==> config.mk <==
export PLATFORM = sky130hd
export DESIGN_NAME = lfsr_word_capture
export DESIGN_NICKNAME = d
export VERILOG_FILES = /design/src/rtl/lfsr_cap_pkg.sv /design/src/rtl/lfsr_word_fifo.sv /design/src/rtl/lfsr_word_capture.sv
export SDC_FILE = /design/constraint.sdc
export NUM_CORES = 1
export LEC_CHECK = 0
export BUFFER_PORTS_ARGS = -buffer_cell sky130_fd_sc_hd__buf_2
export CAP_MARGIN = 15
export CORE_ASPECT_RATIO = 0.5
export CORE_MARGIN = 3
export CORE_UTILIZATION = 40
export DETAILED_ROUTE_END_ITERATION = 10
export SETUP_SLACK_MARGIN = 0.5
export SYNTH_ARGS = -nofsm -noshare
export SYNTH_HDL_FRONTEND = slang
export SYNTH_HIERARCHICAL = 1
export SYNTH_SLANG_ARGS = --single-unit
==> constraint.sdc <==
create_clock -name clk -period 4.7 [get_ports clk]
set_clock_uncertainty 0.1 [all_clocks]
set_input_delay 0.47 -clock clk [delete_from_list [all_inputs] [get_ports clk]]
set_output_delay 0.47 -clock clk [all_outputs]
set_load 0.005 [all_outputs]
==> src/rtl/lfsr_cap_pkg.sv <==
// Shared types and default constants for the LFSR serial word capture stage.
package lfsr_cap_pkg;

    typedef enum logic {
        ST_IDLE = 1'b0,
        ST_FILL = 1'b1
    } cap_state_e;

    localparam int DEF_WIDTH     = 32;
    localparam int DEF_DEPTH     = 2;
    localparam int DEF_STUCK_LEN = 64;
    localparam int DEF_CNT_W     = 16;

    // Bit index counts 0..WIDTH-1, so $clog2(WIDTH) bits are enough.
    localparam int DEF_IDX_W = $clog2(DEF_WIDTH);

    function automatic int idx_width(input int w);
        return (w > 1) ? $clog2(w) : 1;
    endfunction

endpackage

==> src/rtl/lfsr_word_fifo.sv <==
// Small register FIFO, head always in entry 0. Accepts a push while full
// when a pop happens on the same edge. When drained, the head entry keeps
// its last word so rdata holds steady.
module lfsr_word_fifo #(
    parameter int WIDTH = 32,
    parameter int DEPTH = 2
) (
    input  logic             clk,
    input  logic             reset,
    input  logic             flush,
    input  logic             push,
    input  logic [WIDTH-1:0] wdata,
    input  logic             pop_req,
    output logic [WIDTH-1:0] rdata,
    output logic             valid,
    output logic             full
);

    localparam int CW = $clog2(DEPTH + 1);

    logic [WIDTH-1:0] ent_q [DEPTH];
    logic [WIDTH-1:0] ent_d [DEPTH];
    logic [CW-1:0]    cnt_q;
    logic [CW-1:0]    cnt_d;
    logic [CW-1:0]    cnt_after;
    logic             pop;
    logic             push_ok;

    assign valid = (cnt_q != '0);
    assign full  = (cnt_q == CW'(DEPTH));
    assign rdata = ent_q[0];

    // Next-state: shift entries toward the head on pop, write the tail on push.
    always_comb begin
        ent_d     = ent_q;
        cnt_d     = cnt_q;
        pop       = pop_req && valid;
        push_ok   = push && (!full || pop);
        cnt_after = pop ? (cnt_q - CW'(1)) : cnt_q;
        if (flush) begin
            cnt_d = '0;
        end else begin
            if (pop) begin
                for (int i = 0; i < DEPTH - 1; i++) begin
                    if ((i + 1) < int'(cnt_q)) begin
                        ent_d[i] = ent_q[i + 1];
                    end
                end
            end
            if (push_ok) begin
                for (int i = 0; i < DEPTH; i++) begin
                    if (i == int'(cnt_after)) begin
                        ent_d[i] = wdata;
                    end
                end
            end
            cnt_d = cnt_after + CW'(push_ok);
        end
    end

    // Storage and occupancy registers.
    always_ff @(posedge clk or negedge reset) begin
        if (!reset) begin
            cnt_q <= '0;
            for (int i = 0; i < DEPTH; i++) begin
                ent_q[i] <= '0;
            end
        end else begin
            cnt_q <= cnt_d;
            for (int i = 0; i < DEPTH; i++) begin
                ent_q[i] <= ent_d[i];
            end
        end
    end

endmodule

==> src/rtl/lfsr_word_capture.sv <==
// Serial-to-parallel capture of the LFSR chain output: packs bits MSB-first
// into words, buffers them, and reports drops and stuck-line runs.
module lfsr_word_capture
    import lfsr_cap_pkg::*;
#(
    parameter int WIDTH     = DEF_WIDTH,
    parameter int DEPTH     = DEF_DEPTH,
    parameter int STUCK_LEN = DEF_STUCK_LEN,
    parameter int CNT_W     = DEF_CNT_W
) (
    input  logic             clk,
    input  logic             reset,
    input  logic             en,
    input  logic             clear,
    input  logic             d,
    output logic             out_valid,
    input  logic             out_ready,
    output logic [WIDTH-1:0] out_data,
    output logic [CNT_W-1:0] word_cnt,
    output logic [CNT_W-1:0] drop_cnt,
    output logic             overflow,
    output logic             stuck
);

    localparam int IDX_W = idx_width(WIDTH);
    localparam int RUN_W = $clog2(STUCK_LEN + 1);

    cap_state_e       state_q, state_d;
    logic [IDX_W-1:0] idx_q, idx_d;
    logic [WIDTH-1:0] shift_q, shift_d;
    logic [RUN_W-1:0] run_q, run_d;
    logic             last_q, last_d;
    logic [CNT_W-1:0] word_cnt_q, word_cnt_d;
    logic [CNT_W-1:0] drop_cnt_q, drop_cnt_d;
    logic             overflow_q, overflow_d;
    logic             word_done;
    logic             fifo_full;
    logic             pop;
    logic             drop;

    assign pop  = out_valid && out_ready;
    assign drop = word_done && fifo_full && !pop;

    // Shifter and IDLE/FILL sequencing; idx counts bits already in the word.
    always_comb begin
        state_d   = state_q;
        idx_d     = idx_q;
        shift_d   = shift_q;
        word_done = 1'b0;
        if (clear) begin
            state_d = ST_IDLE;
            idx_d   = '0;
            shift_d = '0;
        end else if (en) begin
            shift_d = {shift_q[WIDTH-2:0], d};
            case (state_q)
                ST_IDLE: begin
                    state_d = ST_FILL;
                    idx_d   = IDX_W'(1);
                end
                default: begin
                    if (idx_q == IDX_W'(WIDTH - 1)) begin
                        word_done = 1'b1;
                        state_d   = ST_IDLE;
                        idx_d     = '0;
                    end else begin
                        idx_d = idx_q + IDX_W'(1);
                    end
                end
            endcase
        end
    end

    // Word/drop counters, sticky overflow and the run-length detector.
    always_comb begin
        word_cnt_d = word_cnt_q;
        drop_cnt_d = drop_cnt_q;
        overflow_d = overflow_q;
        run_d      = run_q;
        last_d     = last_q;
        if (clear) begin
            word_cnt_d = '0;
            drop_cnt_d = '0;
            overflow_d = 1'b0;
            run_d      = '0;
            last_d     = 1'b0;
        end else begin
            if (word_done && !drop) begin
                word_cnt_d = word_cnt_q + CNT_W'(1);
            end
            if (drop) begin
                overflow_d = 1'b1;
                if (drop_cnt_q != {CNT_W{1'b1}}) begin
                    drop_cnt_d = drop_cnt_q + CNT_W'(1);
                end
            end
            if (en) begin
                last_d = d;
                if (d != last_q) begin
                    run_d = RUN_W'(1);
                end else if (run_q != RUN_W'(STUCK_LEN)) begin
                    run_d = run_q + RUN_W'(1);
                end
            end
        end
    end

    // State registers.
    always_ff @(posedge clk or negedge reset) begin
        if (!reset) begin
            state_q    <= ST_IDLE;
            idx_q      <= '0;
            shift_q    <= '0;
            run_q      <= '0;
            last_q     <= 1'b0;
            word_cnt_q <= '0;
            drop_cnt_q <= '0;
            overflow_q <= 1'b0;
        end else begin
            state_q    <= state_d;
            idx_q      <= idx_d;
            shift_q    <= shift_d;
            run_q      <= run_d;
            last_q     <= last_d;
            word_cnt_q <= word_cnt_d;
            drop_cnt_q <= drop_cnt_d;
            overflow_q <= overflow_d;
        end
    end

    assign word_cnt = word_cnt_q;
    assign drop_cnt = drop_cnt_q;
    assign overflow = overflow_q;
    assign stuck    = (run_q == RUN_W'(STUCK_LEN));

    lfsr_word_fifo #(
        .WIDTH (WIDTH),
        .DEPTH (DEPTH)
    ) u_fifo (
        .clk     (clk),
        .reset   (reset),
        .flush   (clear),
        .push    (word_done),
        .wdata   (shift_d),
        .pop_req (out_ready),
        .rdata   (out_data),
        .valid   (out_valid),
        .full    (fifo_full)
    );

endmodule
==> results_dict.tcl <==
set metrics [dict create \
    grt_pass1_wl_um 24720 \
    final_common_cell "dfrtp_1" \
    yosys.area_share.xor_xnor 0.01365 \
    holdWs_ns 0.008439 \
    final_cell_mix "145 x dfrtp_1, 71 x buf_2, 58 x nor2_1" \
    fmax_ghz 0.3471 \
    worstSetupStartpointType "flip-flop" \
    post_cts_buffers 0 \
    tightest_slew_ns 0.9372 \
    status "completed" \
    drc 0 \
    drtAntennaViolNets 0 \
    cp.required_ns 4.90 \
    setup_tns_ns 0 \
    syn_to_final_growth_pct 12.71 \
    period_needed_ns 2.881 \
    ir_drop_v 0.0002335 \
    dieArea_um2 19380 \
    r2r_slack_ns 1.82 \
    synthCells 615 \
    clkTransAtPathRegs_ns 0.07 \
    reg2regPathDepth 9 \
    maxCapViolations 0 \
    tritoncts "done" \
    dp.cells 856 \
    num_rows 33 \
    max_slew_margin 0.3752 \
    worst-setup-path-type "reg -> reg" \
    vias_per_cell 5.370 \
    synth-edff-count 0 \
    antenna_found_initial 0 \
    rr_endpoint "u_fifo/rdata[18]$_DFFE_PN0N_" \
    core_um2 16800 \
    yosysWarnings 6 \
    ys_seq_elements 145 \
    min_period_over_period 0.6129 \
    cts_max_path_buffers 2 \
    cp-end-kind "flip-flop" \
    num_vias 4769 \
    initial_core_util 0.4201 \
    ios 73 \
    drtPass1Iterations 5 \
    synth-compound-area-share 0.1056 \
    synthAdderAreaFrac 0.01772 \
    synthSimpleGateAreaFrac 0.1609 \
    cts_made_buffers 17 \
    power.leakage_nw 4.068 \
    crit_arrival_ns 3.08 \
    nNetsFinal 664 \
    fp.dieW_um 193.9 \
    synthFlopType "dfrtp_1" \
    setup_viol 0 \
    p_per_area_nw_per_um2 358.8 \
    routed_wl_um 14530 \
    numPortBuffers 72 \
    power.total_mw 2.856 \
    hold_viol_final 0 \
    gp_congestion 0.8120 \
    drive_above_1_share 0.2481 \
    worstPathMaxFanout 32 \
    antenna_cells 0 \
    nFillCells 1544 \
    synth.avg_cell_area_um2 11.48 \
    grt_max_degree 103 \
    drt-initial-drc-count 301 \
    cts_root_buf "clkbuf_16" \
    syn-num-nets 631 \
    grt-ovfl-total 0 \
    chipHeight_um 99.95 \
    fin_cells 888 \
    synth_top_family_by_area "simple AND/OR/NAND/NOR gates" \
    synthArstFlopShare 1.000 \
    muxShareOfSynthArea 0.1166 \
    htreeDepth 4 \
    hp-class "in -> async" \
    synthDistinctLibCells 65 \
    netlist_area_um2 7061 \
    routedWlPerCell_um 16.36 \
    cts_sinks 145 \
    ctsResizeCount 0 \
    r2r-start "idx_q[0]$_DFFE_PN0P_" \
    slew_violations 0 \
    cts_hold_buf 0 \
    clk_latency_ns 0.41 \
    dp_hpwl_um 8970 \
    yosysSeqAreaShare 0.5139 \
    rsz0062_at_grt "false" \
    grt_usage 0.1568 \
    grt_pass1_vias 4716 \
]
-- how the worst max path moves through the flow --
stage	to	slack, ns	cells past startpoint	start
finish	u_fifo/rdata[18]$_DFFE_PN0N_	1.82	9	idx_q[0]$_DFFE_PN0P_
global route	u_fifo/rdata[16]$_DFFE_PN0N_	1.61	10	idx_q[0]$_DFFE_PN0P_
CTS	u_fifo/ent_q[30]$_DFFE_PN0P_	1.82	9	idx_q[0]$_DFFE_PN0P_
detailed placement	word_cnt[1]$_DFFE_PN0P_	1.75	5	clear
global placement	word_cnt[1]$_DFFE_PN0P_	1.77	5	clear
floorplan	u_fifo/rdata[10]$_DFFE_PN0N_	2.20	11	idx_q[0]$_DFFE_PN0P_
-- cell type report --
type	instances	area, um2	share of cell area
timing repair buffer	78	411.6	0.05173
clock buffer	19	452.9	0.05692
multi-input combinational	389	2930	0.3682
sequential	145	3628	0.4560
clock inverter	13	186.4	0.02343
inverter	17	63.81	0.008019
tap	227	284.0	0.03569
-- state kept, by name (all words and copies together) (netlist names) --
signal,cells
drop_cnt,16
idx_q,5
last_q,1
overflow,1
run_q,7
shift_q,32
state_q,1
u_fifo/cnt_q,2
u_fifo/ent_q,32
u_fifo/rdata,32
word_cnt,16
-- cells by family after synthesis --
kind of cell	Yosys count
AO/OA/AOI/OAI	90
XOR/XNOR	11
adder cells (fa/ha/maj)	10
buffers and inverters	81
flip-flops	145
multiplexers	78
AND/OR/NAND/NOR	200
-- stage by stage --
step / util / setup slack [ns] / area (um2)
after floorplan: - / 2.202 / 7061
after global placement: 0.4355 / 1.773 / 7318
after detailed placement: 0.4355 / 1.752 / 7318
after CTS: 0.4735 / 1.819 / 7958
after global routing: 0.4735 / 1.608 / 7958
final: 0.4735 / 1.819 / 7958
-- power by group --
| part | total, mW | internal, mW | switching (mW) | leakage [nW] |
|---|---|---|---|---|
| clock | 1.47 | 0.887 | 0.580 | 0.313 |
| sequential | 1.26 | 1.26 | 0.00942 | 2.02 |
| combinational | 0.124 | 0.0359 | 0.0881 | 1.74 |
| total | 2.86 | 2.18 | 0.677 | 4.07 |
-- cell usage after synthesis (all sizes together), types with 11 or more instances --
| library cell | count | share of area |
|---|---|---|
| a21oi | 11 | 0.0083 |
| o21ai | 16 | 0.013 |
| nand3 | 27 | 0.020 |
| dfrtp | 145 | 0.51 |
| inv | 15 | 0.0080 |
| nand2 | 27 | 0.015 |
| buf | 57 | 0.058 |
| and2 | 34 | 0.030 |
| nor2 | 58 | 0.031 |
| a221o | 32 | 0.045 |
| mux2 | 34 | 0.054 |
| mux2i | 44 | 0.062 |
-- per-layer routing --
layer	track usage	up-vias	share of wire
li1	-	2260	-
met4	0.04410	0	0.0092
met5	0	-	0
met3	0.03186	11	0.037
met2	0.2520	97	0.46
met1	0.2192	2401	0.49
-- critical path, cell delays in order (launching register included) --
cell	delay (ns)
dfrtp_1	0.40
ha_1	0.20
and3_1	0.16
ha_1	0.25
nand4b_4	0.29
inv_2	0.23
nor2b_2	0.26
nand4_1	0.19
o31a_4	0.31
a221o_1	0.36
(Power assumes the default switching activity.)
